==> src/rtl/fh_glyph_serializer.sv <==
`default_nettype none
// ============================================================================
// Module      : fh_glyph_serializer
// Description : Fetches one 96-bit glyph bitmap from fh_rom and streams it out
//               one pixel per accepted beat with glyph-local x/y coordinates.
// Revision    : 1.0 - initial release
// ============================================================================
module fh_glyph_serializer #(
   parameter int ADDR_WIDTH  = 8,
   parameter int DATA_WIDTH  = 96,
   parameter int GLYPH_W     = 8,
   parameter int GLYPH_H     = 12,
   parameter int ROM_LATENCY = 1,
   parameter int MSB_FIRST   = 1
) (
   input  logic                          clk,
   input  logic                          tb_rst,
   input  logic                          start,
   input  logic [ADDR_WIDTH-1:0]         glyph_idx,
   output logic                          busy,
   output logic [ADDR_WIDTH-1:0]         rom_addr,
   input  logic [DATA_WIDTH-1:0]         rom_data,
   output logic                          pix_valid,
   input  logic                          pix_ready,
   output logic                          pix_bit,
   output logic [$clog2(GLYPH_W)-1:0]    pix_x,
   output logic [$clog2(GLYPH_H)-1:0]    pix_y,
   output logic                          pix_last
);

   localparam int XW = $clog2(GLYPH_W);
   localparam int YW = $clog2(GLYPH_H);
   localparam int CW = $clog2(ROM_LATENCY + 1);
   localparam logic [XW-1:0] C_XMAX = XW'(GLYPH_W - 1);
   localparam logic [YW-1:0] C_YMAX = YW'(GLYPH_H - 1);
   localparam logic [CW-1:0] C_WAIT = CW'(ROM_LATENCY);

   // Reject geometries where the ROM word does not map exactly onto the glyph.
   generate
      if (DATA_WIDTH != GLYPH_W * GLYPH_H) begin : g_bad_geometry
         $error("fh_glyph_serializer: DATA_WIDTH must equal GLYPH_W*GLYPH_H");
      end
      if (ROM_LATENCY < 1 || ROM_LATENCY > 2) begin : g_bad_latency
         $error("fh_glyph_serializer: ROM_LATENCY must be 1 or 2");
      end
   endgenerate

   typedef enum logic [1:0] {
      ST_IDLE  = 2'd0,
      ST_WAIT  = 2'd1,
      ST_SHIFT = 2'd2
   } state_t;

   state_t                  state_q, state_d;
   logic                    busy_q, busy_d;
   logic [ADDR_WIDTH-1:0]   rom_addr_q, rom_addr_d;
   logic [CW-1:0]           wcnt_q, wcnt_d;
   logic                    valid_q, valid_d;
   logic [DATA_WIDTH-1:0]   shreg_q, shreg_d;
   logic [XW-1:0]           x_q, x_d;
   logic [YW-1:0]           y_q, y_d;
   logic                    last_w;

   assign last_w = valid_q && (x_q == C_XMAX) && (y_q == C_YMAX);

   // Next-state logic: fetch, wait for ROM data, then shift out under handshake.
   always_comb begin
      state_d    = state_q;
      busy_d     = busy_q;
      rom_addr_d = rom_addr_q;
      wcnt_d     = wcnt_q;
      valid_d    = valid_q;
      shreg_d    = shreg_q;
      x_d        = x_q;
      y_d        = y_q;
      case (state_q)
         ST_IDLE: begin
            if (start) begin
               rom_addr_d = glyph_idx;
               busy_d     = 1'b1;
               wcnt_d     = '0;
               state_d    = ST_WAIT;
            end
         end
         ST_WAIT: begin
            // rom_data is valid once ROM_LATENCY clocks have passed since the address settled.
            if (wcnt_q == C_WAIT) begin
               shreg_d = rom_data;
               valid_d = 1'b1;
               x_d     = '0;
               y_d     = '0;
               state_d = ST_SHIFT;
            end else begin
               wcnt_d = wcnt_q + 1'b1;
            end
         end
         ST_SHIFT: begin
            if (valid_q && pix_ready) begin
               if (MSB_FIRST != 0) begin
                  shreg_d = {shreg_q[DATA_WIDTH-2:0], 1'b0};
               end else begin
                  shreg_d = {1'b0, shreg_q[DATA_WIDTH-1:1]};
               end
               if (x_q == C_XMAX) begin
                  x_d = '0;
                  y_d = (y_q == C_YMAX) ? '0 : y_q + 1'b1;
               end else begin
                  x_d = x_q + 1'b1;
               end
               if (last_w) begin
                  valid_d = 1'b0;
                  busy_d  = 1'b0;
                  state_d = ST_IDLE;
               end
            end
         end
         default: begin
            state_d = ST_IDLE;
         end
      endcase
   end

   // State register; reset aborts any glyph in flight.
   always_ff @(posedge clk or posedge tb_rst) begin
      if (tb_rst) begin
         state_q    <= ST_IDLE;
         busy_q     <= 1'b0;
         rom_addr_q <= '0;
         wcnt_q     <= '0;
         valid_q    <= 1'b0;
         shreg_q    <= '0;
         x_q        <= '0;
         y_q        <= '0;
      end else begin
         state_q    <= state_d;
         busy_q     <= busy_d;
         rom_addr_q <= rom_addr_d;
         wcnt_q     <= wcnt_d;
         valid_q    <= valid_d;
         shreg_q    <= shreg_d;
         x_q        <= x_d;
         y_q        <= y_d;
      end
   end

   assign busy      = busy_q;
   assign rom_addr  = rom_addr_q;
   assign pix_valid = valid_q;
   assign pix_bit   = (MSB_FIRST != 0) ? shreg_q[DATA_WIDTH-1] : shreg_q[0];
   assign pix_x     = x_q;
   assign pix_y     = y_q;
   assign pix_last  = last_w;

endmodule
`default_nettype wire

==> config.mk <==
export PLATFORM = sky130hd
export DESIGN_NAME = fh_glyph_serializer
export DESIGN_NICKNAME = d
export VERILOG_FILES = /design/src/rtl/fh_glyph_serializer.sv
export SDC_FILE = /design/constraint.sdc
export NUM_CORES = 1
export LEC_CHECK = 0
export ABC_AREA = 0
export BUFFER_PORTS_ARGS = -buffer_cell sky130_fd_sc_hd__buf_2
export CAP_MARGIN = 20
export CORE_ASPECT_RATIO = 1.5
export CORE_MARGIN = 2
export CORE_UTILIZATION = 37
export DETAILED_ROUTE_END_ITERATION = 10
export GPL_TIMING_DRIVEN = 1
export SYNTH_ARGS = -nofsm -noshare
export SYNTH_HDL_FRONTEND = slang
export SYNTH_SLANG_ARGS = --single-unit
==> constraint.sdc <==
create_clock -name clk -period 7.15 [get_ports clk]
set_clock_uncertainty 0.2 [all_clocks]
set_input_delay 0.715 -clock clk [delete_from_list [all_inputs] [get_ports clk]]
set_output_delay 0.715 -clock clk [all_outputs]
set_load 0.005 [all_outputs]
==> qor.txt, run 1 <==
Clock slew at reported path FFs = 0.05 ns
Wire length per cell after detailed routing = 16.2 µm
Count of flip-flops with a built-in enable after synthesis = 0
Total of hold buffers inserted after clock tree synthesis = 0
Std-Cell Core Area = 14600 µm²
Final setup viols = 0
Unrepaired setup endpoints after global routing = no
Placement-stage worst setup slack = 4.55 ns
Buffer type at the clock tree root = sky130_fd_sc_hd__clkbuf_16
Type of origin of the critical path = flip-flop
Total of fill cells in the finished design = 1451
Initial DRC Count = 248
Number of nets with antenna violations after routing = 0
Die width = 104 µm
Worst skew pair latency = 0.40 ns
Share of synthesized area spent on multiplexers = 0.121
Sinks on Clock Net = 116
Synth Area in XOR/XNOR = 0
Maximum operating frequency = 370 MHz
Hold/Removal Path Class = in2async
Dominant combinational cell family by area after synthesis = simple AND/OR/NAND/NOR gates
Final worst-path cycle share = 0.378
Final Critical Period = 2.70 ns
Portion of the post-synthesis area used by sequential elements = 0.524
End of the worst register-to-register path = shreg_q[13]$_DFFE_PP0P_
Area added between synthesis and finish = 23.7%
Power per Cell Area = 446 nW/µm²
Diode insertion count for antenna repair = 0
Number of warning messages in the yosys log = 0
Post-CTS Setup Inserts = 0
Total overflow reported by the global router = 0
Metal-1 WL = 5.88 mm
Last weighted congestion value of the routability-driven placer = 0.775
Most common cell after layout, fill and taps aside = sky130_fd_sc_hd__buf_2
Clock buffer count from CTS = 17
Run status = completed
Fraction of synthesis flops using an asynchronous set or reset pin = 1.00
Residual DRC count = 0
Total negative slack = 0 ns
Number of top-level pins = 127
Post-synthesis average cell area = 9.93 µm²
Sequential cell area = 2900 µm²
Maximum number of pins on one net before global-route repair = 84
Initial antenna violation count = 0
Combined area of all synthesized cells = 5540 µm²
DR WL met2 = 7.31 mm
Peak supply drop = 166 µV
Total area of multi-input combinational cells = 2350 µm²
Proportion of layout cells with a drive suffix above 1 = 0.273
Overall die area = 16000 µm²
Final Hold Viols = 0
# resized after CTS = 0
Wire length of the first global-routing pass = 23.8 mm
Clock tree from TritonCTS = yes
Initial standard-cell utilization of the core = 0.380
Router iterations before antenna repair = 4
Height of the chip = 154 µm
Adder and majority cell fraction of the synthesized area = 0.00677
Clk buf depth = 2
Net count after synthesis = 669
Number of cells produced by synthesis = 558
Area fraction in compound gates after synthesis = 0.116
Worst endpoint data arrival time = 1.79 ns
Number of maximum-capacitance constraint violations = 0
Path depth of the worst reg2reg path = 4
Count of H-tree levels built during CTS = 4
Final number of max-transition violations = 0
Total number of nets in the final design = 773
Maximum fanout count along the critical path = 5
Total via count after detailed routing = 4632
Total global-route track usage = 0.183
Reg2Reg Launch Point = state_q[0]$_DFFE_PP0P_
Count of input and output buffers = 126
Via density per instance = 5.32
Most frequent cells in the layout = sky130_fd_sc_hd__buf_2 (126), sky130_fd_sc_hd__dfrtp_1 (116), sky130_fd_sc_hd__nand2_1 (84), sky130_fd_sc_hd__nand3_1 (58), sky130_fd_sc_hd__mux2i_1 (54)
Slew at the pin closest to its max-slew limit = 0.874 ns
Register-to-Register Setup Slack = 4.62 ns
Req. time, crit path = 6.23 ns
Total Routed Length = 14.1 mm
Standby leakage power = 3.36 nW
Kind of end point of the critical path = primary output
Library cells used by synthesis = 38
Prevailing post-synth register cell = sky130_fd_sc_hd__dfrtp_1
Tightest slew margin relative to the limit = 0.417
Total of flip-flops plus latches after synthesis = 116
Number of standard-cell rows in the floorplan = 54
Simple-gate share of the synthesized area = 0.177
Routed met3 length = 678 µm
Type of the worst setup path = reg2out
Detail Placement HPWL = 9.24 mm
Number of global-route vias before repair = 4868
Highest Signal Layer = met4
Smallest setup slack after layout = 4.45 ns
-- worst max-delay path: stages, from the launching register on --
cell and delay (ns):
sky130_fd_sc_hd__dfrtp_1 0.40, sky130_fd_sc_hd__ha_1 0.21, sky130_fd_sc_hd__ha_1 0.22, sky130_fd_sc_hd__and2_1 0.20
sky130_fd_sc_hd__and3_1 0.22, sky130_fd_sc_hd__buf_2 0.13
-- through the flow --
| step | instance area (µm²) | hold slack [ns] | util | instances | power [mW] |
|---|---|---|---|---|---|
| final | 6860 | 0.116 | 0.470 | 871 | 3.06 |
| after global routing | 6860 | 0.141 | 0.470 | 871 | 3.29 |
| after CTS | 6830 | 0.121 | 0.468 | 870 | 3.09 |
| after detailed placement | 6200 | 0.291 | 0.425 | 838 | 2.18 |
| after global placement | 6200 | 0.283 | 0.425 | 838 | 2.12 |
| after floorplan | 5540 | 0.268 | - | 558 | 1.96 |
-- kinds of logic (layout without fill, tap and decap cells) --
logic type      Yosys count  after routing
mux                      65             65
compound gates          113            113
simple gates            208            208
fa+ha+maj                 3              3
flops                   116            116
buf+inv                  53            170
-- per-layer routing --
layer	global-route usage	vias to the layer above
met5	0	-
met4	0.0689	0
met3	0.0369	15
met2	0.322	143
met1	0.221	2267
li1	-	2207
-- flip-flops by register name, summed over array words and instances (netlist names) --
name and cells:
rom_addr 8, busy 1, pix_x 3, wcnt_q 1, pix_valid 1, pix_y 4, shreg_q 96, state_q 2
-- final cells by class --
class	instances	area share
Clock inverter	13	0.0266
Tap cell	196	0.0358
Clock buffer	19	0.0646
Timing Repair Buffer	135	0.105
Multi-Input combinational cell	389	0.343
Sequential cell	116	0.423
Inverter	3	0.00201
-- synth_stat cells (2+ instances only) --
cell type                    n  area share
sky130_fd_sc_hd__a22o_1      3      0.0047
sky130_fd_sc_hd__nand2b_1    3      0.0034
sky130_fd_sc_hd__a21oi_1     4      0.0036
sky130_fd_sc_hd__nor3_1     41       0.037
sky130_fd_sc_hd__ha_1        3      0.0068
sky130_fd_sc_hd__nand2_1    84       0.057
sky130_fd_sc_hd__buf_6       6       0.012
sky130_fd_sc_hd__clkbuf_1   11      0.0074
sky130_fd_sc_hd__buf_2      22       0.020
sky130_fd_sc_hd__nand3_1    58       0.052
sky130_fd_sc_hd__mux2_2     10       0.020
sky130_fd_sc_hd__a31oi_1    41       0.046
sky130_fd_sc_hd__and3_1      2      0.0023
sky130_fd_sc_hd__and2_1      2      0.0023
sky130_fd_sc_hd__inv_1       3      0.0020
sky130_fd_sc_hd__buf_4       8       0.011
sky130_fd_sc_hd__o21ai_0    16       0.014
sky130_fd_sc_hd__and3b_1     2      0.0032
sky130_fd_sc_hd__clkbuf_4    3      0.0041
sky130_fd_sc_hd__mux2i_1    54       0.098
sky130_fd_sc_hd__o21ai_1    44       0.040
sky130_fd_sc_hd__dfrtp_1   116        0.52
sky130_fd_sc_hd__nor2b_1     4      0.0045
sky130_fd_sc_hd__nor2_1      4      0.0027
-- report_power, final --
group          total (mW)  switching [mW]  internal (mW)
combinational        1.03           0.593          0.436
clock               0.890           0.300          0.591
sequential           1.14           0.179          0.961
-- how the worst max path moves through the flow --
stage                              start                      end  slack (ns)  depth (start not counted)
floorplan                         tb_rst         busy$_DFFE_PP0P_        3.16                          1
global placement               pix_ready  shreg_q[37]$_DFFE_PP0P_        4.61                          5
detailed placement             pix_ready  shreg_q[35]$_DFFE_PP0P_        4.55                          5
CTS                 pix_x[0]$_DFFE_PP0P_                 pix_last        4.42                          5
global route        pix_x[0]$_DFFE_PP0P_                 pix_last        4.36                          5
finish              pix_x[0]$_DFFE_PP0P_                 pix_last        4.45                          5
No activity file was read; power rests on OpenSTA's default activity.
==> inputs of run 2 (changes only) <==
==> constraint.sdc (replaced) <==
create_clock -name clk -period 2.8 [get_ports clk]
set_clock_uncertainty 0.2 [all_clocks]
set_input_delay 0.28 -clock clk [delete_from_list [all_inputs] [get_ports clk]]
set_output_delay 0.28 -clock clk [all_outputs]
set_load 0.005 [all_outputs]
==> run 2 against run 1 <==
The flow now finishes with violations (hold timing). Clock-buffer cell count rose by 1. Worst setup slack got worse by 3.9 ns. Total power rose to 2.6 times the previous value. Wire length rose by 7.8%. Largest power group unchanged. Die area did not move. Largest cell class unchanged. Global-route usage rose by 1.2 points. Critical path depth did not move.
==> qor.txt, run 2 (synthesized netlist as in run 1, its figures left out) <==
Run status = finished with violations
Violated checks = hold timing
Die width = 104 µm (unchanged)
Type of origin of the critical path = flip-flop
Number of global-route vias before repair = 5266 (+8.2%)
Register-to-Register Setup Slack = 0.56 ns (-4.06 ns)
Clock buffer count from CTS = 17 (unchanged)
Maximum fanout count along the critical path = 5 (unchanged)
Total Routed Length = 15.2 mm (+7.8%)
Kind of cell with the highest combined delay on the critical path = adder cells
Placement-stage worst setup slack = 0.589 ns (-3.96 ns)
Reg2Reg Launch Point = state_q[1]$_DFFE_PP0P_
Final number of max-transition violations = 0 (unchanged)
Total overflow reported by the global router = 0 (unchanged)
Unrepaired setup endpoints after global routing = no
Req. time, crit path = 2.32 ns (-3.91 ns)
Total via count after detailed routing = 5095 (+10%)
Count of input and output buffers = 126 (unchanged)
Total negative slack = 0 ns (unchanged)
Crit-path slowest cell = sky130_fd_sc_hd__dfrtp_1
Max FFs per register = 96 (unchanged)
Kind of end point of the critical path = primary output
Most frequent cells in the layout = sky130_fd_sc_hd__buf_2 (126), sky130_fd_sc_hd__dfrtp_1 (116), sky130_fd_sc_hd__dlygate4sd3_1 (103), sky130_fd_sc_hd__nand2_1 (84), sky130_fd_sc_hd__nand3_1 (58)
Number of standard-cell rows in the floorplan = 54 (unchanged)
Std-Cell Core Area = 14600 µm² (unchanged)
CP Cell Sequence = ha_1 -> ha_1 -> and2_1 -> and3_1 -> buf_2
Tightest slew margin relative to the limit = 0.554 (+0.136)
Combined buffer and inverter count along the critical path = 1 (unchanged)
Overall die area = 16000 µm² (unchanged)
Biggest register = shreg_q
Final setup viols = 0 (unchanged)
Wire length per cell after detailed routing = 15.5 µm (-4.2%)
Power per Cell Area = 1010 nW/µm² (+130%)
Router iterations before antenna repair = 4 (unchanged)
Last weighted congestion value of the routability-driven placer = 0.831 (+7.3%)
Hold/Removal Path Class = in2reg
Via density per instance = 5.20 (-2.2%)
Maximum number of pins on one net before global-route repair = 59 (-30%)
Total global-route track usage = 0.195 (+0.0119)
Count of H-tree levels built during CTS = 4 (unchanged)
Peak supply drop = 424 µV (+160%)
Diode insertion count for antenna repair = 0 (unchanged)
Slew at the pin closest to its max-slew limit = 0.668 ns (-0.206 ns)
Crit. Startpoint = pix_x[0]$_DFFE_PP0P_
Clk buf depth = 2 (unchanged)
Worst endpoint data arrival time = 1.82 ns (+0.03 ns)
Minimum hold slack = -0.00362 ns (-0.120 ns)
Total power of the final layout = 8.03 mW (+160%)
Initial antenna violation count = 0 (unchanged)
Setup crit end = pix_last
Height of the chip = 154 µm (unchanged)
Proportion of layout cells with a drive suffix above 1 = 0.244 (-0.0290)
Buffer type at the clock tree root = sky130_fd_sc_hd__clkbuf_16
Depth of the critical timing path with buffers and inverters included = 5 (unchanged)
Worst path most repeated cell = sky130_fd_sc_hd__ha_1
Maximum operating frequency = 435 MHz
Most common cell after layout, fill and taps aside = sky130_fd_sc_hd__buf_2
Final Critical Period = 2.30 ns
Initial DRC Count = 270 (+8.9%)
Total number of nets in the final design = 883 (+14%)
Path depth of the worst reg2reg path = 4 (unchanged)
Area added between synthesis and finish = 43.4%
Smallest setup slack after layout = 0.504 ns (-3.94 ns)
Clock slew at reported path FFs = 0.05 ns (about the same)
Type of the worst setup path = reg2out
Final Hold Viols = 1 (+1)
Sinks on Clock Net = 116 (unchanged)
Number of maximum-capacitance constraint violations = 0 (unchanged)
End of the worst register-to-register path = pix_y[0]$_DFFE_PP0P_
# resized after CTS = 0 (unchanged)
Clock tree from TritonCTS = yes
Standby leakage power = 3.83 nW (+14%)
Wire length of the first global-routing pass = 25.1 mm (+5.2%)
Residual DRC count = 0 (unchanged)
Detail Placement HPWL = 9.57 mm (+3.5%)
Critical path's largest stage delay = 0.41 ns (about the same)
Final worst-path cycle share = 0.820
Initial standard-cell utilization of the core = 0.380 (unchanged)
Number of nets with antenna violations after routing = 0 (unchanged)
Number of top-level pins = 127 (unchanged)
Worst skew pair latency = 0.42 ns (+0.02 ns)
-- run 2: worst min-delay path by stage --
stage / cells after the start / from / endpoint
finish: 3 / rom_data[0] / shreg_q[0]$_DFFE_PP0P_
global route: 3 / rom_data[35] / shreg_q[35]$_DFFE_PP0P_
CTS: 3 / rom_data[0] / shreg_q[0]$_DFFE_PP0P_
detailed placement: 2 / tb_rst / shreg_q[28]$_DFFE_PP0P_
global placement: 2 / tb_rst / shreg_q[27]$_DFFE_PP0P_
floorplan: 1 / pix_ready / pix_valid$_DFFE_PP0P_
-- run 2: metal layers --
| layer | vias up | GRT usage | routed length [µm] |
|---|---|---|---|
| met5 | - | 0 | 0 |
| met4 | 0 | 0.0708 | 299 |
| met3 | 25 | 0.0509 | 588 |
| met2 | 141 | 0.348 | 8140 |
| met1 | 2501 | 0.225 | 6190 |
| li1 | 2428 | - | - |
-- run 2: layout make-up --
type                            instances  area (µm²)
Multi-Input combinational cell        389        2350
Clock buffer                           20         457
Timing Repair Buffer                  245        1820
Fill cell                            1327        6650
Tap cell                              196         245
Sequential cell                       116        2900
Clock inverter                         11         158
Inverter                                3        15.0
-- run 2: power by group --
part           switching (mW)  leakage, nW  total, mW  internal (mW)
registers               0.456         1.39       2.91           2.45
logic                    1.58         2.14       2.84           1.27
clock network           0.756        0.305       2.27           1.52
-- run 2: worst register-to-register path: stages, from the launching register on --
cell and delay, ns:
sky130_fd_sc_hd__dfrtp_1 0.61, sky130_fd_sc_hd__and4b_2 0.50, sky130_fd_sc_hd__buf_4 0.40, sky130_fd_sc_hd__o21ai_1 0.15, sky130_fd_sc_hd__a22o_1 0.25
-- run 2: what timing repair did --
item | in CTS | in global routing
hold buffers | 103 | 0
setup buffers | 0 | 0
hold endpoints to repair | 128 | 0
-- run 2: through the flow --
stage | instance area [µm²] | utilization | cells
after floorplan | 5550 | - | 558
after global placement | 6300 | 0.432 | 846
after detailed placement | 6300 | 0.432 | 846
after CTS | 7950 | 0.545 | 980
after global routing | 7950 | 0.545 | 980
final | 7950 | 0.545 | 980
